<file path="src/rtl/trackball_quad_gen.sv">
`timescale 1ns/1ps
// trackball_quad_gen
// Turns relative motion (mouse packets or joystick) into a clk/dir step stream per axis.
// Each axis keeps a signed saturating accumulator that is drained one count per step.
// A step is 1 clock of direction setup, HALF_PER clocks high and HALF_PER clocks low.
module trackball_quad_gen #(
  parameter int AXES     = 2,
  parameter int ACC_W    = 12,
  parameter int HALF_PER = 250,
  parameter int JOY_PER  = 4000
) (
  input  logic                clk,
  input  logic                reset,
  input  logic                flip,
  input  logic [1:0]          speed,
  input  logic                joy_sens,
  input  logic [AXES-1:0]     delta_valid,
  input  logic [AXES*9-1:0]   delta,
  input  logic [AXES-1:0]     joy_pos,
  input  logic [AXES-1:0]     joy_neg,
  output logic [AXES-1:0]     q_clk,
  output logic [AXES-1:0]     q_dir,
  output logic [AXES-1:0]     acc_sat
);

  // The sum is kept wide enough that a doubled 9-bit delta on top of a full accumulator
  // cannot wrap before the clamp looks at it.
  localparam int SUM_W = ((ACC_W > 10) ? ACC_W : 10) + 3;
  localparam int HCW   = (HALF_PER > 1) ? $clog2(HALF_PER) : 1;
  localparam int JCW   = (JOY_PER > 1) ? $clog2(JOY_PER) : 1;
  localparam logic signed [SUM_W-1:0] ACC_MAX = SUM_W'((2 ** (ACC_W - 1)) - 1);
  localparam logic signed [SUM_W-1:0] ACC_MIN = -ACC_MAX;

  typedef enum logic [1:0] {IDLE, SETUP, HIGH, LOW} step_state_t;

  logic [JCW-1:0]          joy_cnt;
  logic                    joy_wrap;
  logic signed [SUM_W-1:0] joy_mag;

  assign joy_wrap = (joy_cnt == JCW'(JOY_PER - 1));
  assign joy_mag  = joy_sens ? SUM_W'(2) : SUM_W'(1);

  // Free-running joystick rate counter shared by every axis.
  always_ff @(posedge clk or posedge reset) begin
    if (reset) begin
      joy_cnt <= '0;
    end else if (joy_wrap) begin
      joy_cnt <= '0;
    end else begin
      joy_cnt <= joy_cnt + JCW'(1);
    end
  end

  for (genvar a = 0; a < AXES; a++) begin : g_axis
    logic signed [ACC_W-1:0] acc;
    logic signed [ACC_W-1:0] acc_next;
    logic signed [SUM_W-1:0] acc_ext;
    logic signed [SUM_W-1:0] delta_ext;
    logic signed [SUM_W-1:0] delta_scaled;
    logic signed [SUM_W-1:0] joy_inc;
    logic signed [SUM_W-1:0] take;
    logic signed [SUM_W-1:0] sum;
    logic [8:0]              delta_raw;
    logic                    clamp;
    logic                    leave_idle;
    step_state_t             state;
    logic [HCW-1:0]          half_cnt;
    logic                    clk_q;
    logic                    dir_q;
    logic                    sat_q;

    assign delta_raw  = delta[9*a +: 9];
    assign delta_ext  = {{(SUM_W-9){delta_raw[8]}}, delta_raw};
    assign acc_ext    = {{(SUM_W-ACC_W){acc[ACC_W-1]}}, acc};
    assign leave_idle = (state == IDLE) && (acc != '0);

    // Combine delta, joystick increment and the step being taken into one saturated update,
    // so events landing in the same cycle are all accounted for.
    always_comb begin
      delta_scaled = '0;
      joy_inc      = '0;
      take         = '0;
      clamp        = 1'b0;
      if (delta_valid[a]) begin
        case (speed)
          2'd0:    delta_scaled = delta_ext >>> 2;
          2'd1:    delta_scaled = delta_ext >>> 1;
          2'd2:    delta_scaled = delta_ext;
          default: delta_scaled = delta_ext <<< 1;
        endcase
      end
      if (joy_wrap && (joy_pos[a] ^ joy_neg[a])) begin
        joy_inc = joy_pos[a] ? joy_mag : -joy_mag;
      end
      if (leave_idle) begin
        take = acc[ACC_W-1] ? '1 : SUM_W'(1);
      end
      sum = acc_ext + delta_scaled + joy_inc - take;
      if (sum > ACC_MAX) begin
        acc_next = ACC_MAX[ACC_W-1:0];
        clamp    = 1'b1;
      end else if (sum < ACC_MIN) begin
        acc_next = ACC_MIN[ACC_W-1:0];
        clamp    = 1'b1;
      end else begin
        acc_next = sum[ACC_W-1:0];
      end
    end

    // Accumulator register and sticky saturation flag, released once the count is drained.
    always_ff @(posedge clk or posedge reset) begin
      if (reset) begin
        acc   <= '0;
        sat_q <= 1'b0;
      end else begin
        acc <= acc_next;
        if (clamp) begin
          sat_q <= 1'b1;
        end else if (acc_next == '0) begin
          sat_q <= 1'b0;
        end
      end
    end

    // Step generator: latch direction, then one full high/low step clock per count.
    always_ff @(posedge clk or posedge reset) begin
      if (reset) begin
        state    <= IDLE;
        half_cnt <= '0;
        clk_q    <= 1'b0;
        dir_q    <= 1'b0;
      end else begin
        case (state)
          IDLE: begin
            if (acc != '0) begin
              dir_q <= (~acc[ACC_W-1]) ^ flip;
              state <= SETUP;
            end
          end
          SETUP: begin
            clk_q    <= 1'b1;
            half_cnt <= '0;
            state    <= HIGH;
          end
          HIGH: begin
            if (half_cnt == HCW'(HALF_PER - 1)) begin
              clk_q    <= 1'b0;
              half_cnt <= '0;
              state    <= LOW;
            end else begin
              half_cnt <= half_cnt + HCW'(1);
            end
          end
          LOW: begin
            if (half_cnt == HCW'(HALF_PER - 1)) begin
              half_cnt <= '0;
              state    <= IDLE;
            end else begin
              half_cnt <= half_cnt + HCW'(1);
            end
          end
          default: state <= IDLE;
        endcase
      end
    end

    assign q_clk[a]   = clk_q;
    assign q_dir[a]   = dir_q;
    assign acc_sat[a] = sat_q;
  end

endmodule

</file>
<file path="config.mk">
export PLATFORM = sky130hd
export DESIGN_NAME = trackball_quad_gen
export DESIGN_NICKNAME = d
export VERILOG_FILES = /design/src/rtl/trackball_quad_gen.sv
export SDC_FILE = /design/constraint.sdc
export NUM_CORES = 1
export LEC_CHECK = 0
export ABC_AREA = 1
export CORE_MARGIN = 10
export CORE_UTILIZATION = 50
export DETAILED_ROUTE_END_ITERATION = 7
export GPL_TIMING_DRIVEN = 0
export PLACE_DENSITY = 0.69
export SYNTH_ARGS = -nofsm -noshare
export SYNTH_HDL_FRONTEND = slang
export SYNTH_SLANG_ARGS = --single-unit
</file>
<file path="constraint.sdc">
create_clock -name clk -period 6.65 [get_ports clk]
set_input_delay 1.33 -clock clk [delete_from_list [all_inputs] [get_ports clk]]
set_output_delay 1.33 -clock clk [all_outputs]
set_load 0.05 [all_outputs]
</file>
* Yosys cells after proc, flatten, opt, wreduce, memory -nomap -nowiden
Cells that the tools add are included.
Word-level totals: register bits 62, input bits 30
Cells by class: mux-type cells 42, equal/unequal tests 17, bitwise operators 6, $add $sub $neg 10, reductions and logical operators 25, magnitude comparators 4
Operators with widths (number):
- $mux 15 | 10
- $mux 12 | 5
- $pmux 9 s3 | 2
- $pmux 8 s2 | 2
- $add 12x15->15 | 2
- $add 15x15->15 | 2
- $gt 15x12->1 const B | 2
- $lt 15x12->1 const B | 2
- $sub 15x15->15 | 2
- $logic_not 12->1 | 2
- $reduce_bool 12->1 | 2
- $add 8x1->8 const B | 2
- $eq 8x8->1 const B | 2
- $mux 8 | 2
- $pmux 2 s4 | 2
- $neg 2->15 | 1
- $mux 2 | 7
- $add 12x1->12 const B | 1
- $eq 12x12->1 const B | 1
- $reduce_bool 2->1 | 6
- $eq 2x2->1 const B | 5
- $mux 1 | 10
- $ne 2x2->1 const B | 4
- $reduce_and 2->1 | 4
- other kinds (9) | 24

* Longest topological paths before layout
Gate-level depths: netlist (run 1).
depth in word-level cells 12, gate-level depth with buffers 32

* Worst setup path before layout (run 1)
No wires, ideal clock.
path type input-to-reg, from input speed[0], to register g_axis[1].sat_q, arrival 4995 ps, stages on the path 30, setup slack 1538 ps, buffers on the path 2, data required time 6533 ps, cells stage by stage clkbuf_1 > nand2_1 > clkbuf_1 > o2111ai_1 > o211ai_1 > inv_1 > fa_1 > inv_1 > fa_1 > inv_1 > ha_1 > inv_1 > fa_1 > inv_1 > nor2_1 > nand2_1 > nor2_1 > nand3_1 > nor2_1 > nand2_1 > nor2_1 > nand2_1 > nand2_1 > nand2_2 > nand2_1 > nand3_1 > nor2_1 > nand2_1 > nand2_1 > nand2_1
On the way: word-level cells in the longest chain between the ends 11, elaborated cells between the ends (all ways) 17, those cells by class 3 x add/sub; 2 x order compare; 2 x eq/ne; 7 x mux; 3 x reduce/logical
RTL lines:
- start, declared | line 15 | input logic [1:0] speed,
- $eq 2x2->1 (tied with other cells) | line 85 | case (speed)
- $pmux 9 s3 (*) | line 85
- $mux 15 (*) | line 84 | if (delta_valid[a]) begin
- $add 12x15->15 (*) | line 98 | sum = acc_ext + delta_scaled + joy_inc - take;
- $add 15x15->15 (*) | line 98
- $sub 15x15->15 (*) | line 98
- $lt 15x12->1 | line 102 | end else if (sum < ACC_MIN) begin
- $mux 12 | line 102
- $mux 12 | line 99 | if (sum > ACC_MAX) begin
- $logic_not 12->1 | line 119 | end else if (acc_next == '0) begin
- $reduce_bool 2->1 (no line)
- end signal, assigned | line 114 | sat_q <= 1'b0;
- end signal, assigned | line 118 | sat_q <= 1'b1;
- end signal, assigned | line 120 | sat_q <= 1'b0;
- end, declared | line 70 | logic sat_q;
Every way passes the cells marked *; elsewhere a longest branch is shown, timed or not. A chain may end at the register's enable or synchronous reset.

* Worst setup path after layout (run 1)
from input speed[0], to register g_axis[1].sat_q
On the way: word-level cells in the longest chain between the ends 11, elaborated cells between the ends (all ways) 17, those cells by class 3 x add/sub; 2 x order compare; 2 x eq/ne; 7 x mux; 3 x reduce/logical
RTL lines:
- $eq 2x2->1 (tied with other cells) | line 85
- $pmux 9 s3 (*) | line 85
- $mux 15 (*) | line 84
- $add 12x15->15 (*) | line 98
- $add 15x15->15 (*) | line 98
- $sub 15x15->15 (*) | line 98
- $lt 15x12->1 | line 102
- $mux 12 | line 102
- $mux 12 (*) | line 99
- net g_axis[1].acc_next[0] | line 56 | logic signed [ACC_W-1:0] acc_next;
- $logic_not 12->1 (*) | line 119
- $reduce_bool 2->1 (no line) (*)
The timed path passes the listed nets; every way through them passes the cells marked *.

==> results of run 1 <==
## cells by family after synthesis
| logic type | synth area share |
|---|---|
| AND/OR/NAND/NOR | 0.285 |
| adder cells (fa/ha/maj) | 0.228 |
| AO/OA/AOI/OAI | 0.0934 |
| buffers and inverters | 0.144 |
| XOR/XNOR | 0.0146 |
| flip-flops | 0.236 |
## registers in the layout, summed over array words and instances (netlist names)
register	cells
g_axis.acc	24
g_axis.half_cnt	16
joy_cnt	12
g_axis.state	4
g_axis.clk_q	2
g_axis.dir_q	2
g_axis.sat_q	2
## through the flow
stage	setup WS, ns	hold WS (ns)
2_1_floorplan	1.54	0.432
3_3_place_gp	0.456	0.455
3_5_place_dp	0.397	0.455
4_1_cts	0.688	0.463
5_1_grt	0.114	0.484
6_report	0.655	0.458
## worst max-delay path: stages
cell and delay [ns]:
clkdlybuf4s50_1 0.50, clkbuf_1 0.32, nand2_1 0.15, clkbuf_1 0.28, o211ai_1 0.23, inv_1 0.07, fa_1 0.47, inv_1 0.06
fa_1 0.46, inv_1 0.07, ha_1 0.22, inv_1 0.07, fa_1 0.41, inv_1 0.11, nand3_1 0.11, nand2_2 0.14
nand2_1 0.06, nand2_1 0.07, xor2_1 0.25, nor2_1 0.09, nand2_1 0.07, nand2_1 0.06, nand2_2 0.16, nand3_1 0.13
nor2_1 0.13, nand2_1 0.06, nand2_1 0.05, nand2_1 0.05
## final timing paths
check | to | slack [ns] | cells after the start
worst max-delay path | g_axis[1].sat_q$_DFFE_PP0P_ | 0.66 | 28
worst min-delay path | joy_cnt[0]$_DFF_PP0_ | 0.46 | 1
worst max register to register | g_axis[1].sat_q$_DFFE_PP0P_ | 1.21 | 27
worst min register to register | joy_cnt[0]$_DFF_PP0_ | 0.46 | 1
max in group asynchronous | g_axis[1].acc[1]$_DFF_PP0_ | 4.59 | 3
min in group asynchronous | g_axis[1].half_cnt[2]$_DFFE_PP0N_ | 1.44 | 2
## layer usage
metal  up-vias  part of all wire  global-route usage
li1       2997                 -                   -
met1      2653              0.50               0.253
met2       141              0.43               0.256
met3        11             0.058              0.0378
met4         0            0.0086              0.0405
met5         -                 0                   0
## final cells by class
cell class                      count  area share
Inverter                          228       0.114
Timing Repair Buffer               34      0.0467
Buffer                             16      0.0127
Sequential cell                    62       0.207
Multi-Input combinational cell    639       0.545
Tap cell                          172      0.0287
Clock buffer                       11      0.0324
Clock inverter                      5      0.0142
## placed cells by master (no fill, tap or decap), types with 3 or more instances in the layout
master	n
nand2_1	239
inv_1	224
nor2_1	74
dfrtp_1	62
nand3_1	50
fa_1	48
ha_1	43
a21oi_1	42
o21ai_0	34
clkdlybuf4s50_1	33
o211ai_1	15
nor3_1	14
nand4_1	11
xor2_1	10
clkbuf_1	9
nand2_2	9
clkbuf_16	9
nor4_1	6
buf_4	6
nand3b_1	5
o22ai_1	4
inv_2	4
nand3_2	4
nand2_4	4
nor2_2	4
or2_2	3
bufinv_16	3
==> results.sh, run 1 <==
export IMPL_worst_pin_slew_ns=0.709
export IMPL_vias=5802
export IMPL_synth_edf_count=0
export IMPL_status="finished, final reports clean"
export IMPL_rows=41
export IMPL_antenna_found_initial=0
export IMPL_dpl_cell_area_mm2=0.00715
export IMPL_report_final_slew_viol_count=0
export IMPL_synthArstFlopShare=1.00
export IMPL_cp_max_fo=10
export IMPL_clock_path_buffers=2
export IMPL_final_area_mm2=0.00750
export IMPL_cts_sinks=62
export IMPL_cts_resized=0
export IMPL_syn_nets=1066
export IMPL_clockRootBuffer="clkbuf_16"
export IMPL_start_kind="input port"
export IMPL_synthDistinctLibCells=41
export IMPL_cts_setup_buffers=0
export IMPL_synth_most_common_cell="nand2_1"
export IMPL_yosysSeqAreaShare=0.236
export IMPL_cts_tree="yes"
export IMPL_grt_ovfl_total=0
export IMPL_synth_area_leaders="dfrtp_1, fa_1, nand2_1, inv_1, ha_1"
export IMPL_ys_ff_latch=62
export IMPL_syn_cell_area_mm2=0.00659
export IMPL_required_ns=6.86
export IMPL_maxCapViolCount=0
export IMPL_wire_per_inst_um=12.8
export IMPL_multi_input_area_mm2=0.00409
export IMPL_start_util=0.516
export IMPL_final_layout_size_suffix_gt1_frac=0.0533
export IMPL_io_pins=36
export IMPL_synthFlopType="dfrtp_1"
export IMPL_fmax_ghz=0.167
export IMPL_timing_rr_start="g_axis[1].acc[7]$_DFF_PP0_"
export IMPL_synth_largest_area_cell="dfrtp_1"
export IMPL_h_tree_depth=3
export IMPL_fillCellCount=1200
export IMPL_post_route_util=0.587
export IMPL_grt_start_max_net_pins=34
export IMPL_firstDrtPassIters=5
export IMPL_fp_dieW_um=135
export IMPL_wl_mm=14.9
export IMPL_drt_initial_drc_count=409
export IMPL_grt_pass1_vias=5645
export IMPL_gp_congestion=0.888
export IMPL_crit_start="speed[0]"
export IMPL_end_kind="flop"
export IMPL_drcViolationCount=0
export IMPL_area_growth_pct=13.9
export IMPL_path_clk_slew_ns=0.06
export IMPL_dieArea_mm2=0.0182
export IMPL_fin_nets=1111
export IMPL_post_dp_hpwl_mm=12.2
export IMPL_portBuffers=33
export IMPL_tns_ns=0
export IMPL_via_per_inst=4.97
export IMPL_ys_warn_count=0
export IMPL_register_area_mm2=0.00155
export IMPL_clkLatencyLatePin_ns=0.33
export IMPL_min_period_ns=5.99
export IMPL_die_h_um=135
export IMPL_grt_pass1_wl_mm=26.2
export IMPL_cp_data_arrival_time_ns=6.21
export IMPL_synth_top_area_share=0.236
export IMPL_criticalPathCategory="input port to flop"
export IMPL_synth_area_per_cell_um2=6.97
export IMPL_min_from="joy_cnt[0]$_DFF_PP0_"
export IMPL_track_usage=0.174
export IMPL_postRouteAntennaNets=0
export IMPL_syn_inst=945
export IMPL_postCtsHoldBufs=0
export IMPL_ys_top_cells_by_count="nand2_1, inv_1, nor2_1, dfrtp_1, nand3_1"
export IMPL_setup_viol=0
export IMPL_core_area_mm2=0.0128
export IMPL_final_setup_skew_ns=0.00614
export IMPL_slew_headroom=0.526
export IMPL_dp_cells=1151
export IMPL_min_period_over_period=0.901
export IMPL_cts_made_buffers=9
export IMPL_rsz0062_at_grt="no"
export IMPL_timing_final_hold_violations=0
export IMPL_hp_class="flop to flop"
export IMPL_fin_cells=1167
export IMPL_diodes=0
Power of run 1 is left out: the tool's default activity adds up to more than one toggle a clock period on the data nets, which glitch-free logic cannot reach.
==> run 2: changes to the inputs <==
--- a/config.mk
+++ b/config.mk
@@ -6,7 +6,6 @@
 export NUM_CORES = 1
 export LEC_CHECK = 0
 export ABC_AREA = 1
-export CORE_MARGIN = 10
 export CORE_UTILIZATION = 50
 export DETAILED_ROUTE_END_ITERATION = 7
 export GPL_TIMING_DRIVEN = 0
==> constraint.sdc (replaced) <==
create_clock -name clk -period 6.2 [get_ports clk]
set_input_delay 1.24 -clock clk [delete_from_list [all_inputs] [get_ports clk]]
set_output_delay 1.24 -clock clk [all_outputs]
set_load 0.05 [all_outputs]
==> run 2 against run 1 <==
Wire length down 5.3%; global-route usage grew 5.8 points; register-to-register slack got worse by 0.49 ns; setup slack lost 0.20 ns; hold slack improved by 0.0040 ns; first-iteration DRC count fell by 2.9%; final area shrank 0.30%.
==> results.sh, run 2 (same netlist as run 1, synthesis figures left out) <==
export IMPL_fillCellCount=1243
export IMPL_maxCapViolCount=0
export IMPL_grt_pass1_wl_mm=24.5
export IMPL_track_usage=0.232
export IMPL_worst_pin_slew_ns=0.781
export IMPL_path_clk_slew_ns=0.06
export IMPL_rr_worst_depth=28
export IMPL_fp_dieW_um=117
export IMPL_critical_path_max_stage_delay_ns=0.50
export IMPL_end_kind="flop"
export IMPL_r2r_slack_ns=0.72
export IMPL_min_period_over_period=0.926
export IMPL_firstDrtPassIters=6
export IMPL_report_final_slew_viol_count=0
export IMPL_grt_ovfl_total=0
export IMPL_gp_congestion=0.903
export IMPL_grt_pass1_vias=5402
export IMPL_path_buf_inv=7
export IMPL_clockRootBuffer="clkbuf_16"
export IMPL_timing_rr_start="g_axis[1].acc[7]$_DFF_PP0_"
export IMPL_cpLargestDelayFamily="simple AND/OR/NAND/NOR gates"
export IMPL_diodes=0
export IMPL_pre_cts_ws_ns=0.0997
export IMPL_cts_tree="yes"
export IMPL_dieArea_mm2=0.0136
export IMPL_grt_start_max_net_pins=36
export IMPL_criticalPathCategory="input port to flop"
export IMPL_setup_viol=0
export IMPL_cts_made_buffers=9
export IMPL_min_period_ns=5.74
export IMPL_io_pins=36
export IMPL_cp_common_cell="nand2_1"
export IMPL_start_kind="input port"
export IMPL_area_growth_pct=13.5
export IMPL_cp_max_fo=10
export IMPL_register_area_mm2=0.00155
export IMPL_cpMaxStageDelayCell="clkdlybuf4s50_1"
export IMPL_reg_largest_list="g_axis.acc (24), g_axis.half_cnt (16), joy_cnt (12)"
export IMPL_postRouteAntennaNets=0
export IMPL_cts_resized=0
export IMPL_rows=41
export IMPL_final_cell_mix="nand2_1, inv_1, nor2_1"
export IMPL_core_area_mm2=0.0127
export IMPL_wire_per_inst_um=12.1
export IMPL_antenna_found_initial=0
export IMPL_tns_ns=0
export IMPL_hp_class="flop to flop"
export IMPL_status="finished, final reports clean"
export IMPL_fin_hold_ws_ns=0.462
export IMPL_die_h_um=117
export IMPL_post_route_util=0.588
export IMPL_drt_initial_drc_count=397
export IMPL_final_layout_size_suffix_gt1_frac=0.0573
export IMPL_fmax_ghz=0.174
export IMPL_post_dp_hpwl_mm=11.6
export IMPL_final_setup_skew_ns=0.00481
export IMPL_drcViolationCount=0
export IMPL_clock_path_buffers=2
export IMPL_fin_nets=1111
export IMPL_final_setup_worst_slack_ns=0.457
export IMPL_cts_setup_buffers=0
export IMPL_wl_mm=14.1
export IMPL_r2r_end="g_axis[1].sat_q$_DFFE_PP0P_"
export IMPL_rsz0062_at_grt="no"
export IMPL_cp_data_arrival_time_ns=5.96
export IMPL_cts_sinks=62
export IMPL_multi_input_area_mm2=0.00409
export IMPL_h_tree_depth=3
export IMPL_required_ns=6.42
export IMPL_timing_final_hold_violations=0
export IMPL_layout_commonest_cell="nand2_1"
export IMPL_clkLatencyLatePin_ns=0.33
export IMPL_start_util=0.518
export IMPL_vias=5745
export IMPL_endpoint="g_axis[1].sat_q$_DFFE_PP0P_"
export IMPL_crit_start="speed[1]"
export IMPL_path_depth=30
export IMPL_slew_headroom=0.478
export IMPL_via_per_inst=4.92
export IMPL_largest_register_ffs=24
export IMPL_postCtsHoldBufs=0
export IMPL_regMostFlops="g_axis.acc"
export IMPL_portBuffers=33
## run 2: metal layers
layer  track usage  up-vias  part of all wire
li1              -     3005                 -
met1         0.340     2609              0.51
met2         0.365      120              0.43
met5             0        -                 0
met3        0.0396       11             0.049
met4        0.0405        0            0.0075
## run 2: how the worst min path moves through the flow
stage	startpoint	end	slack, ns	depth (start not counted)
2_1_floorplan	joy_cnt[0]$_DFF_PP0_	joy_cnt[0]$_DFF_PP0_	0.43	1
3_3_place_gp	joy_cnt[0]$_DFF_PP0_	joy_cnt[0]$_DFF_PP0_	0.46	1
3_5_place_dp	joy_cnt[0]$_DFF_PP0_	joy_cnt[0]$_DFF_PP0_	0.46	1
4_1_cts	joy_cnt[0]$_DFF_PP0_	joy_cnt[0]$_DFF_PP0_	0.47	1
5_1_grt	joy_cnt[0]$_DFF_PP0_	joy_cnt[0]$_DFF_PP0_	0.50	1
6_report	joy_cnt[0]$_DFF_PP0_	joy_cnt[0]$_DFF_PP0_	0.46	1
## run 2: final cells by class
class                           count  area share
Inverter                          228       0.114
Clock buffer                        9      0.0301
Timing Repair Buffer               34      0.0468
Multi-Input combinational cell    639       0.547
Sequential cell                    62       0.207
Clock inverter                      7      0.0129
Tap cell                          172      0.0288
Buffer                             16      0.0130
## run 2: through the flow
stage	cells	area, um^2
4_1_cts	1167	7470
5_1_grt	1167	7480
3_5_place_dp	1151	7150
3_3_place_gp	1150	7130
6_report	1167	7480
2_1_floorplan	945	6590
Power of run 2 is left out for the same reason.
==> run 3: changes to the inputs <==
--- a/config.mk
+++ b/config.mk
@@ -10,6 +10,7 @@
 export DETAILED_ROUTE_END_ITERATION = 7
 export GPL_TIMING_DRIVEN = 0
 export PLACE_DENSITY = 0.69
+export SETUP_SLACK_MARGIN = 0.1
 export SYNTH_ARGS = -nofsm -noshare
 export SYNTH_HDL_FRONTEND = slang
 export SYNTH_SLANG_ARGS = --single-unit
==> run 3 against run 2 <==
Setup slack improved by 0.098 ns; first-iteration DRC count rose by 0.50%; register-to-register slack barely moved; die area did not move; clock skew barely moved; critical path depth fell by 1; maximum frequency rose by 1.7%; global-route usage did not move; clock-buffer cell count did not move; non-clock buffer count did not move; largest cell class unchanged; highest routed layer unchanged.
==> results.sh, run 3 (same netlist as run 1, synthesis figures left out) <==
export IMPL_end_kind="flop"
export IMPL_start_kind="input port"
export IMPL_report_final_slew_viol_count=0
export IMPL_h_tree_depth=3
export IMPL_critical_path_max_stage_delay_ns=0.51
export IMPL_area_growth_pct=13.6
export IMPL_core_area_mm2=0.0127
export IMPL_final_layout_size_suffix_gt1_frac=0.0593
export IMPL_fin_nets=1111
export IMPL_postCtsHoldBufs=0
export IMPL_cts_sinks=62
export IMPL_post_dp_hpwl_mm=11.6
export IMPL_grt_ovfl_total=0
export IMPL_criticalPathCategory="input port to flop"
export IMPL_diodes=0
export IMPL_hold_path_depth=1
export IMPL_largest_register_ffs=24
export IMPL_reg_largest_list="g_axis.acc (24), g_axis.half_cnt (16), joy_cnt (12)"
export IMPL_status="finished, final reports clean"
export IMPL_fmax_ghz=0.177
export IMPL_rsz0062_at_grt="no"
export IMPL_via_per_inst=4.90
export IMPL_cp_data_arrival_time_ns=5.86
export IMPL_vias=5723
export IMPL_fp_dieW_um=117
export IMPL_layout_commonest_cell="nand2_1"
export IMPL_required_ns=6.42
export IMPL_worst_pin_slew_ns=0.783
export IMPL_rows=41
export IMPL_postRouteAntennaNets=0
export IMPL_io_pins=36
export IMPL_start_util=0.518
export IMPL_wire_per_inst_um=12.1
export IMPL_portBuffers=33
export IMPL_min_period_over_period=0.910
export IMPL_die_h_um=117
export IMPL_cts_made_buffers=9
export IMPL_grt_start_max_net_pins=36
export IMPL_drcViolationCount=0
export IMPL_final_setup_skew_ns=0.00505
export IMPL_hp_class="flop to flop"
export IMPL_track_usage=0.232
export IMPL_clkLatencyLatePin_ns=0.33
export IMPL_fillCellCount=1242
export IMPL_grt_pass1_vias=5402
export IMPL_slew_headroom=0.477
export IMPL_min_period_ns=5.64
export IMPL_path_clk_slew_ns=0.06
export IMPL_gp_congestion=0.903
export IMPL_firstDrtPassIters=5
export IMPL_final_cell_mix="nand2_1, inv_1, nor2_1"
export IMPL_register_area_mm2=0.00155
export IMPL_setup_viol=0
export IMPL_clockRootBuffer="clkbuf_16"
export IMPL_maxCapViolCount=0
export IMPL_timing_final_hold_violations=0
export IMPL_grt_pass1_wl_mm=24.5
export IMPL_drt_initial_drc_count=399
export IMPL_antenna_found_initial=0
export IMPL_clock_path_buffers=2
export IMPL_cts_tree="yes"
export IMPL_multi_input_area_mm2=0.00409
export IMPL_cpMaxStageDelayCell="fa_1"
export IMPL_cp_max_fo=10
export IMPL_cp_common_cell="nand2_1"
export IMPL_regMostFlops="g_axis.acc"
export IMPL_dieArea_mm2=0.0136
export IMPL_wl_mm=14.2
export IMPL_tns_ns=0
export IMPL_rr_worst_depth=28
-- run 3: cell counts in the layout (fill, tap and decap cells not counted) --
Identical to the previous run, type by type.
-- run 3: cell type report --
cell class	instances	area share
Multi-Input combinational cell	639	0.546
Timing Repair Buffer	34	0.0468
Sequential cell	62	0.207
Inverter	228	0.114
Tap cell	172	0.0288
Clock buffer	9	0.0301
Buffer	16	0.0134
Clock inverter	7	0.0129
-- run 3: worst paths after layout --
kind / from / endpoint / slack [ns]
hold / removal: joy_cnt[0]$_DFF_PP0_ / joy_cnt[0]$_DFF_PP0_ / 0.46
hold reg to reg: joy_cnt[0]$_DFF_PP0_ / joy_cnt[0]$_DFF_PP0_ / 0.46
min in group asynchronous: reset / g_axis[1].half_cnt[2]$_DFFE_PP0N_ / 1.39
max in group asynchronous: reset / g_axis[1].acc[9]$_DFF_PP0_ / 4.19
setup reg to reg: g_axis[1].acc[7]$_DFF_PP0_ / g_axis[1].sat_q$_DFFE_PP0P_ / 0.73
setup / recovery: speed[0] / g_axis[1].sat_q$_DFFE_PP0P_ / 0.56
-- run 3: layer usage --
metal  routed length [um]  GRT usage  up-vias
met1                 7270      0.340     2600
li1                     -          -     3002
met4                  106     0.0405        0
met2                 6150      0.365      110
met3                  630     0.0396       11
met5                    0          0        -
-- run 3: critical path: cells and delay by family --
kind / cells / cell delay, ns
and+or+nand+nor: 16 / 1.51
buffers and inverters: 8 / 1.34
AOI/OAI and AO/OA: 1 / 0.19
adders and majority gates: 4 / 1.58
-- run 3: timing repair --
item	4_1_cts	5_1_grt
endpoints found under the setup margin	0	4
gates resized for setup	0	9
setup buffers	0	0
-- run 3: per-stage QoR --
step	hold slack, ns	cells	utilization	instance area, um^2	worst slack [ns]
5_1_grt	0.497	1167	0.588	7480	0.139
2_1_floorplan	0.432	945	-	6590	1.18
4_1_cts	0.465	1167	0.588	7470	0.369
3_5_place_dp	0.458	1151	0.562	7150	0.0997
3_3_place_gp	0.455	1150	0.561	7130	0.0855
6_report	0.462	1167	0.588	7480	0.555
Power of run 3 is left out for the same reason.
